<file path="src/rtl/npem_status_register.sv">
// NPEM command-completion tracker and NPEM Status register read path.
// Each Control-register write opens a command that completes on an enclosure
// acknowledge or on timeout. Completion sets the RW1C Command Completed bit
// and raises a single-outstanding interrupt request.
module npem_status_register #(
  parameter int REGISTER_WIDTH = 32,
  parameter int TIMEOUT_CYCLES = 1000,
  parameter int CNT_W          = $clog2(TIMEOUT_CYCLES + 1)
) (
  input  logic                      clk,
  input  logic                      rst,
  input  logic [REGISTER_WIDTH-1:0] capability_register,
  input  logic                      ctrl_write,
  input  logic                      enclosure_ack,
  input  logic                      int_enable,
  input  logic [7:0]                enclosure_specific_status,
  input  logic                      status_write_enable,
  input  logic [REGISTER_WIDTH-1:0] status_write_data,
  output logic [REGISTER_WIDTH-1:0] read_data,
  output logic                      cmd_busy,
  output logic                      int_req,
  input  logic                      int_ack
);

  localparam logic [0:0] ST_IDLE    = 1'b0;
  localparam logic [0:0] ST_PENDING = 1'b1;

  logic [0:0]       r_state;
  logic [CNT_W-1:0] r_cnt;
  logic             r_cmd_completed;
  logic             r_int_req;

  logic w_capable;
  logic w_timeout;
  logic w_complete;
  logic w_clear;
  logic w_unused;

  assign w_capable  = capability_register[0];
  assign w_timeout  = (r_cnt == CNT_W'(TIMEOUT_CYCLES - 1));
  assign w_complete = w_capable && (r_state == ST_PENDING) && (enclosure_ack || w_timeout);
  assign w_clear    = status_write_enable && status_write_data[0];
  assign w_unused   = ^{capability_register[REGISTER_WIDTH-1:1],
                        status_write_data[REGISTER_WIDTH-1:1]};

  // Command tracking FSM and timeout counter; a new command always restarts the count.
  always_ff @(posedge clk) begin
    if (rst) begin
      r_state <= ST_IDLE;
      r_cnt   <= '0;
    end else if (!w_capable) begin
      r_state <= ST_IDLE;
      r_cnt   <= '0;
    end else if (ctrl_write) begin
      r_state <= ST_PENDING;
      r_cnt   <= '0;
    end else if (r_state == ST_PENDING) begin
      if (w_complete) begin
        r_state <= ST_IDLE;
        r_cnt   <= '0;
      end else begin
        r_cnt <= r_cnt + CNT_W'(1);
      end
    end
  end

  // RW1C Command Completed bit; a set event takes priority over a software clear.
  always_ff @(posedge clk) begin
    if (rst) begin
      r_cmd_completed <= 1'b0;
    end else if (w_complete) begin
      r_cmd_completed <= 1'b1;
    end else if (w_clear) begin
      r_cmd_completed <= 1'b0;
    end
  end

  // Level interrupt request: set on enabled completion, cleared by the consumer's ack.
  always_ff @(posedge clk) begin
    if (rst) begin
      r_int_req <= 1'b0;
    end else if (w_complete && int_enable) begin
      r_int_req <= 1'b1;
    end else if (int_ack) begin
      r_int_req <= 1'b0;
    end
  end

  // Status register read value; all zero when the function is not NPEM capable.
  always_comb begin
    read_data = '0;
    if (w_capable) begin
      read_data = {enclosure_specific_status, {(REGISTER_WIDTH-9){1'b0}}, r_cmd_completed};
    end
  end

  assign cmd_busy = (r_state == ST_PENDING);
  assign int_req  = r_int_req;

endmodule
</file>
<file path="config.mk">
export PLATFORM = sky130hd
export DESIGN_NAME = npem_status_register
export DESIGN_NICKNAME = d
export VERILOG_FILES = /design/src/rtl/npem_status_register.sv
export SDC_FILE = /design/constraint.sdc
export NUM_CORES = 1
export LEC_CHECK = 0
export CAP_MARGIN = 20
export CORE_UTILIZATION = 25
export CTS_CLUSTER_SIZE = 10
export DETAILED_ROUTE_END_ITERATION = 7
export PLACE_DENSITY = 0.8
export RECOVER_POWER = 50
export SLEW_MARGIN = 20
export SYNTH_ARGS = -nofsm -noshare
export SYNTH_HDL_FRONTEND = slang
export SYNTH_SLANG_ARGS = --single-unit
export TNS_END_PERCENT = 100
</file>
<file path="constraint.sdc">
create_clock -name clk -period 1.8 [get_ports clk]
set_clock_uncertainty 0.15 [all_clocks]
set_input_delay 0.36 -clock clk [delete_from_list [all_inputs] [get_ports clk]]
set_output_delay 0.36 -clock clk [all_outputs]
set_load 0.05 [all_outputs]
</file>
==> results of run 1 <==
-- worst paths after layout --
check | from | end | slack [ns]
setup / recovery | capability_register[0] | read_data[31] | 0.12
hold reg to reg | int_req | int_req | 0.32
setup reg to reg | r_cnt[1] | r_cnt[6] | 0.15
hold / removal | int_req | int_req | 0.32
-- layer usage --
| layer | wire length [um] | global-route usage, % | vias to the layer above |
|---|---|---|---|
| li1 | - | - | 359 |
| met3 | 198 | 3.62 | 5 |
| met2 | 693 | 15.4 | 38 |
| met1 | 596 | 9.25 | 308 |
| met4 | 31 | 5.84 | 0 |
| met5 | 0 | 0 | - |
-- kinds of logic (layout without fill, tap and decap cells) --
kind of cell    Yosys count  count (layout)  share of synthesized area, %
other cells               1              23                         0.434
simple gates             46              46                          29.4
compound gates            8               8                          8.70
flops                    13              13                          30.1
xor+xnor                  8               8                          8.12
fa+ha+maj                 1               1                          1.45
buf+inv                  26              36                          21.7
-- worst max-delay path: stages --
cell,delay (ns)
dlygate4sd2_1,0.26
clkbuf_2,0.19
and2_0,0.20
buf_12,0.15
-- cell type report --
class | count | area (um^2)
tap | 44 | 55.1
inverter | 1 | 3.75
clock buffer | 4 | 26.3
fill | 322 | 1920
sequential | 13 | 260
multi-input combinational | 86 | 498
timing repair buffer | 31 | 388
-- flip-flops by register name (all words and copies together), names as in the netlist --
register         cells
r_cmd_completed      1
r_cnt               10
int_req              1
cmd_busy             1
-- stage by stage --
step | std cells | total power (W) | area [um^2]
5_1_grt | 179 | 0.000763 | 1230
2_1_floorplan | 125 | 0.000507 | 946
6_report | 179 | 0.000729 | 1230
4_1_cts | 179 | 0.000737 | 1240
3_3_place_gp | 175 | 0.000558 | 1210
3_5_place_dp | 175 | 0.000560 | 1210
-- placed cells by master, fill, tap and decap left out, types with 3 or more instances in the layout --
cell and count:
nand3_1 3, and2_0 5, nand4_1 3, buf_12 10
xnor2_1 3, clkbuf_4 3, nor2_1 10, dfxtp_1 13
and2_1 6, nand2_1 7, clkdlybuf4s50_1 15, conb_1 23
xor2_1 5
-- where the power goes --
group          internal (W)  total (W)  switching, W  leakage [nW]
Combinational     0.0000829   0.000258      0.000175         0.351
Clock             0.0000859   0.000180     0.0000944        0.0150
Sequential         0.000289   0.000291    0.00000160         0.105
==> flow_summary.yaml, run 1 <==
yosys:
  synth_area_leader_cell: "dfxtp_1"
  ys_types: 29
  yosys-top-cells-count: "buf_4 (24), dfxtp_1 (13), and2_1 (11)"
  yosysTopAreaCellShare_pct: 30.1
  synth.cell_area_um2: 863
  ys.warnings.count: 0
  syn_area_per_cell_um2: 8.38
  synthFlopType: "dfxtp_1"
  synth_seq_area_share_pct: 30.1
  synth-seq-cells: 13
  synth.area.top_cells: "dfxtp_1 (30%), buf_4 (21%), and2_1 (8.0%), xor2_1 (5.1%), nor2_1 (4.3%)"
  yosysMostFrequentCell: "buf_4"
  synth_edf_count: 0
  synthCells: 103
  ys_async_sr_fraction_pct: 0
cells_and_area:
  diodes: 0
  utilization_pct: 39.0
  nets: 216
  area_growth_pct: 42.6
  layout-drive-gt1-share_pct: 14.8
sta:
  tightestPinTransition_ns: 0.618
  hold_slack_ns: 0.320
  timing.final.crit_share_pct: 93.3
  clock.fmax_mhz: 595
  hold_viol: 0
  rsz0062_at_grt: "false"
  slew_headroom_pct: 59.0
  fin_setup_tns_ns: 0
  fin_ws_ns: 0.121
  post-route-min-period_ns: 1.68
  setup_violations: 0
  slew_violations: 0
worst_setup_path:
  critPathLaunchType: "input pin"
  r2r_cells: 5
  path_class: "input pin to output pin"
  arrival_ns: 1.17
  cp_max_fo: 8
  crit_path_end_kind: "output pin"
  crit_required_ns: 1.29
grt:
  grt_pass1_wl_um: 2440
  grt_antenna_before_repair: 0
  grt_max_degree: 9
  overflow: 0
  grt_pass1_vias: 608
  grtUsageTotal_pct: 9.06
place:
  gp_congestion: 0.830
  hpwl_um: 1270
  port_buffers: 27
  dp_slack_ns: -0.124
detailed_routing:
  vias: 710
  first_pass_iters: 3
  avgRoutedWirePerCell_um: 8.49
  drt_drc_violations_left: 0
  ant_nets: 0
  wl_um: 1520
  drtIter0Drc: 8
  vias_per_cell: 3.97
die:
  ioPinCount: 113
  fp-row-count: 20
  start_util_pct: 27.4
  dieArea_um2: 3690
  dieWidth_um: 60.8
  die_y_um: 60.8
  core_area_um2: 3150
cts:
  clock-sinks: 13
  clk_pin_slew_ns: 0.08
  ctsResizeCount: 1
  cts_buffer_depth: 2
  clk_latency_ns: 0.27
  cts-htree-levels: 1
  numCtsBuffers: 3
  cts_root_buf: "clkbuf_4"
  post_cts_buffers: 0
  hold_buffers: 0
  cts_tree: "done"
min_path:
  hold_depth: 2
  hp-class: "flip-flop to flip-flop"
power:
  leakagePower_nw: 0.471
  ir_worst_vdd_mv: 0.150
  power_density_nw_per_um2: 592
run:
  drv_cap: 0
run_status:
  status: "complete, no violations"
Note: power is estimated with default switching activity, not from simulation.
==> run 2, diff against run 1 <==
ABC_CLOCK_PERIOD_IN_PS = 1800   (was not set)
GPL_ROUTABILITY_DRIVEN = 1   (was not set)
==> results of run 2 <==
No change in the layout: final DEF, timing and power equal those of run 1.
==> run 3, diff against run 2 <==
SKIP_LAST_GASP = 1   (was not set)
SLEW_MARGIN = not set   (was 20)
==> results of run 3 <==
No change in the layout: final DEF, timing and power equal those of run 1.
==> edit 1, RTL diff (flow settings as in run 2) <==
Set the parameter `REGISTER_WIDTH` to 36 (it was 32).
--- a/src/rtl/npem_status_register.sv
+++ b/src/rtl/npem_status_register.sv
@@ -3,7 +3,7 @@
 // acknowledge or on timeout. Completion sets the RW1C Command Completed bit
 // and raises a single-outstanding interrupt request.
 module npem_status_register #(
-  parameter int REGISTER_WIDTH = 32,
+  parameter int REGISTER_WIDTH = 36,
   parameter int TIMEOUT_CYCLES = 1000,
   parameter int CNT_W          = $clog2(TIMEOUT_CYCLES + 1)
 ) (
Ports: changed (resized capability_register, read_data and status_write_data); port bits go from 113 to 125. The function was not compared with the original's and may differ.
==> edit 1 against run 2 <==
Count of clock-buffer cells in the layout unchanged. Final area increased by 1.4%. Synthesized cell count increased by 3.9%. Sequential cell count unchanged. Wire length increased by 7.8%. Setup slack got worse by 9.0 ps. Synthesized area increased by 3.5%. Core utilization decreased by 2.2 points. Power increased by 3.1%. Largest cell class unchanged. Largest power group unchanged.
==> edit 1: results (changes against run 2) <==
* Sequential-to-total area share from yosys stat at 0.291 (-0.0101)
* Adder-Cell Fraction of Synth Area at 0.0140 (-0.000487)
* Crit Reg-Reg Endpoint: r_cnt[7]$_SDFFE_PP0P_
* Max reg flops at 10 (unchanged)
* GRT Resource Usage Total at 0.0929 (+0.00224)
* Largest net degree at the start of global routing at 10 (+1)
* Syn avg cell area at 8.35 um2 (-0.39%)
* Post-Synth XOR/XNOR Area at 0.0784 (-0.00273)
* Ratio of cells with drive above 1 in the final layout at 0.157 (+0.00899)
* Status: finished, final reports clean
* Drt total wl at 1640 um (+7.8%)
* Slew margin rel. at 0.603 (+0.0130)
* Worst vdd ir at 0.000138 V (-7.8%)
* DP Worst Slack at -109 ps (+14.7 ps)
* Post-synth top cells: 28 x buf_4, 13 x dfxtp_1, 11 x and2_1
* Leakage at 0.000486 uW (+3.2%)
* Largest cells by area after synthesis: dfxtp_1 29%, buf_4 24%, and2_1 7.7%
* Gpl congestion at 0.820 (-1.3%)
* Placed Cells at 182 (+4.0%)
* FF-to-FF setup slack at 110 ps (-40 ps)
* Vias at 728 (+2.5%)
* Vias in the first global route at 621 (+2.1%)
* Number of inserted diodes at 0 (unchanged)
* CP Data Arrival Time at 1710 ps (+540 ps)
* Routed vias/inst at 3.91 (-1.3%)
* First-pass GRT wire length at 2520 um (+3.1%)
* Area after DPL at 1240 um2 (+2.1%)
* Initial DRC Count at 3 (-5)
* DPL Wire Length at 1370 um (+8.0%)
* Launch point of the worst reg-to-reg path: r_cnt[1]$_SDFFE_PP0P_
* Post-synth ARST share at 0 (unchanged)
* Min-Delay Path Depth at 2 (unchanged)
* Library cells used by synthesis at 29 (unchanged)
* Main synth FF type: dfxtp_1
* Initial antenna violation count at 0 (unchanged)
* Clk_lat worst skew at 280 ps
* Compound-Gate Fraction of Synth Area at 0.0840 (-0.00292)
* Final layout net count at 229 (+6.0%)
## edit 1: worst max-delay path by stage
| stage | cells past startpoint | end | slack [ps] | startpoint |
|---|---|---|---|---|
| 2_1_floorplan | 5 | r_cnt[9]$_SDFFE_PP0P_ | 100 | cmd_busy$_SDFF_PP0_ |
| 3_3_place_gp | 5 | r_cnt[8]$_SDFFE_PP0P_ | -90 | capability_register[0] |
| 3_5_place_dp | 5 | r_cnt[0]$_SDFFE_PP0P_ | -110 | capability_register[0] |
| 4_1_cts | 5 | r_cnt[7]$_SDFFE_PP0P_ | 100 | r_cnt[1]$_SDFFE_PP0P_ |
| 5_1_grt | 5 | r_cnt[7]$_SDFFE_PP0P_ | 30 | r_cnt[1]$_SDFFE_PP0P_ |
| 6_report | 5 | r_cnt[7]$_SDFFE_PP0P_ | 110 | r_cnt[1]$_SDFFE_PP0P_ |
## edit 1: stage by stage
step	util	setup TNS (ps)	hold WS [ps]
detailed placement	0.366	-1700	322
finish	0.368	0	332
floorplan	-	0	279
global placement	0.366	-1330	309
CTS	0.374	0	335
global route	0.368	0	391
## edit 1: cell type report
| type | instances | area, um2 |
|---|---|---|
| Fill cell | 354 | 2140 |
| Multi-Input combinational cell | 90 | 515 |
| Timing Repair Buffer | 32 | 385 |
| Sequential cell | 13 | 260 |
| Tap cell | 46 | 57.6 |
| Clock buffer | 4 | 26.3 |
| Inverter | 1 | 3.75 |
## edit 1: report_power, final
group          switching (uW)  internal [uW]
logic                     194           82.8
clock network            97.8           86.1
registers                1.86            289
## edit 1: cells by family after synthesis
logic type,count (synthesis)
fa+ha+maj,1
simple gates,46
other cells,1
xor+xnor,8
flops,13
buf+inv,30
compound gates,8
## edit 1: metal layers
layer  vias to the layer above  wire length (um)  global-route usage
met2                        39               837               0.186
met5                         -                 0                   0
met4                         0                42              0.0571
met3                         5               206              0.0331
li1                        364                 -                   -
met1                       320               552              0.0754
## edit 1: critical path: stages (launching register included)
cell and delay, ps:
dfxtp_1 410, ha_1 250, and4_1 280, a31oi_4 140, o21ai_4 250, nor2_1 80
## edit 1: timing repair
action                                 CTS  global route
resized for setup                        2             0
setup endpoints to repair                9             0
endpoints found under the hold margin    0             0
==> edit 2, RTL diff (flow settings as in run 2) <==
Without the edit above. Make the reset (`rst`) asynchronous in 3 clocked blocks.
--- a/src/rtl/npem_status_register.sv
+++ b/src/rtl/npem_status_register.sv
@@ -44,7 +44,7 @@
                         status_write_data[REGISTER_WIDTH-1:1]};
 
   // Command tracking FSM and timeout counter; a new command always restarts the count.
-  always_ff @(posedge clk) begin
+  always_ff @(posedge clk or posedge rst) begin
     if (rst) begin
       r_state <= ST_IDLE;
       r_cnt   <= '0;
@@ -65,7 +65,7 @@
   end
 
   // RW1C Command Completed bit; a set event takes priority over a software clear.
-  always_ff @(posedge clk) begin
+  always_ff @(posedge clk or posedge rst) begin
     if (rst) begin
       r_cmd_completed <= 1'b0;
     end else if (w_complete) begin
@@ -76,7 +76,7 @@
   end
 
   // Level interrupt request: set on enabled completion, cleared by the consumer's ack.
-  always_ff @(posedge clk) begin
+  always_ff @(posedge clk or posedge rst) begin
     if (rst) begin
       r_int_req <= 1'b0;
     end else if (w_complete && int_enable) begin
Formal check against the unedited RTL: differs if rst is asserted again (counterexample within 4 cycles, from zero or initial values and one cycle with rst high); with rst held inactive, the same outputs for 10 cycles.
==> edit 2 against run 2 <==
Count of clock-buffer cells in the layout did not move. Final area rose by 15%. Setup slack improved by 4.8 ps. Final cell count rose by 8.9%. Wire length rose by 33%. Power rose by 19%. Synthesized area rose by 15%. First-iteration DRC count rose by 110%. Sequential cell count did not move. Highest routed layer unchanged.
==> edit 2: results (changes against run 2) <==
* Status: finished, final reports clean
* Placed Cells at 188 (+7.4%)
* Drt first pass iters at 4 (+1)
* Mapped Cells at 109 (+5.8%)
* Library cells used by synthesis at 34 (+17%)
* Gpl congestion at 0.741 (-11%)
* Reg2Reg Depth at 6 (+1)
* Vias at 857 (+21%)
* WHS at 334 ps (+14.7 ps)
* Met2 Use GR at 0.172 (+0.0180)
* First-pass GRT wire length at 3330 um (+36%)
* GRT Resource Usage Total at 0.104 (+0.0130)
* CP Data Arrival Time at 1690 ps (+520 ps)
* Main synth FF type: dfrtp_1
* Initial DRC Count at 17 (+9)
* DR WL/cell at 10.4 um (+22%)
* Largest cells by area after synthesis: dfrtp_1 33%, buf_4 17%, and2_1 7.6%
* Hold endpoint: r_cmd_completed$_DFFE_PP0P_
* Wire length on met2 at 982 um (+42%)
* Worst Setup EP: r_cnt[8]$_DFFE_PP0P_
* Post-synth top cells: 23 x buf_4, 13 x dfrtp_1, 12 x and2_1
* Wl on met1 at 816 um (+37%)
* Leakage at 0.000629 uW (+34%)
* Post-Synth XOR/XNOR Area at 0.0177 (-0.0635)
* DP Worst Slack at -175 ps (-50.9 ps)
* DPL Wire Length at 1550 um (+22%)
* Ratio of cells with drive above 1 in the final layout at 0.224 (+0.0763)
* Worst vdd ir at 0.000200 V (+33%)
* Area after DPL at 1370 um2 (+12%)
* Post-synth ARST share at 1.00 (+1.00)
* FF-to-FF setup slack at 130 ps (-20 ps)
* Vias in the first global route at 796 (+31%)
* Critical path fanouts, max at 5 (-3)
* Routed vias/inst at 4.39 (+11%)
* Mux cell area share after synthesis at 0.0202 (+0.0202)
* GR Util met3 at 0.0387 (+0.00249)
* Hold path start: r_cmd_completed$_DFFE_PP0P_
* Met1 Resource Use GR at 0.116 (+0.0232)
* Min cycle time layout at 1670 ps (-4.83 ps)
* Worst-path clk slew at 60 ps (-20 ps)
* Met3 wire len at 192 um (-3.0%)
* Slew @ Worst Pin at 596 ps (-22.0 ps)
-- edit 2: cell count changes after synthesis, sizes merged, moves of 3 or more --
| cell | run 2 | this run |
|---|---|---|
| dfxtp | 13 | 0 |
| inv | 1 | 5 |
| dfrtp | 0 | 13 |
| a31oi | 2 | 7 |
| xor2 | 5 | 0 |
| a22o | 0 | 3 |
| nor2 | 10 | 3 |
-- edit 2: power by group --
| part | internal (uW) | switching [uW] | leakage, uW |
|---|---|---|---|
| Sequential | 298 | 4.56 | 0.000179 |
| Combinational | 97.9 | 201 | 0.000428 |
| Clock | 157 | 111 | 0.0000228 |
-- edit 2: layout make-up --
class,count,area (um2),share of cell area
inverter,5,18.8,0.0133
sequential,13,325,0.230
clock buffer,4,45.0,0.0319
timing repair buffer,38,430,0.305
multi-input combinational,87,533,0.377
tap,48,60.1,0.0425
-- edit 2: critical path: stages, from the launching register on --
cell and delay (ps):
dfrtp_1 390, ha_1 220, and4bb_4 210, a31oi_4 230, buf_4 170, a31oi_1 60
o22ai_1 160
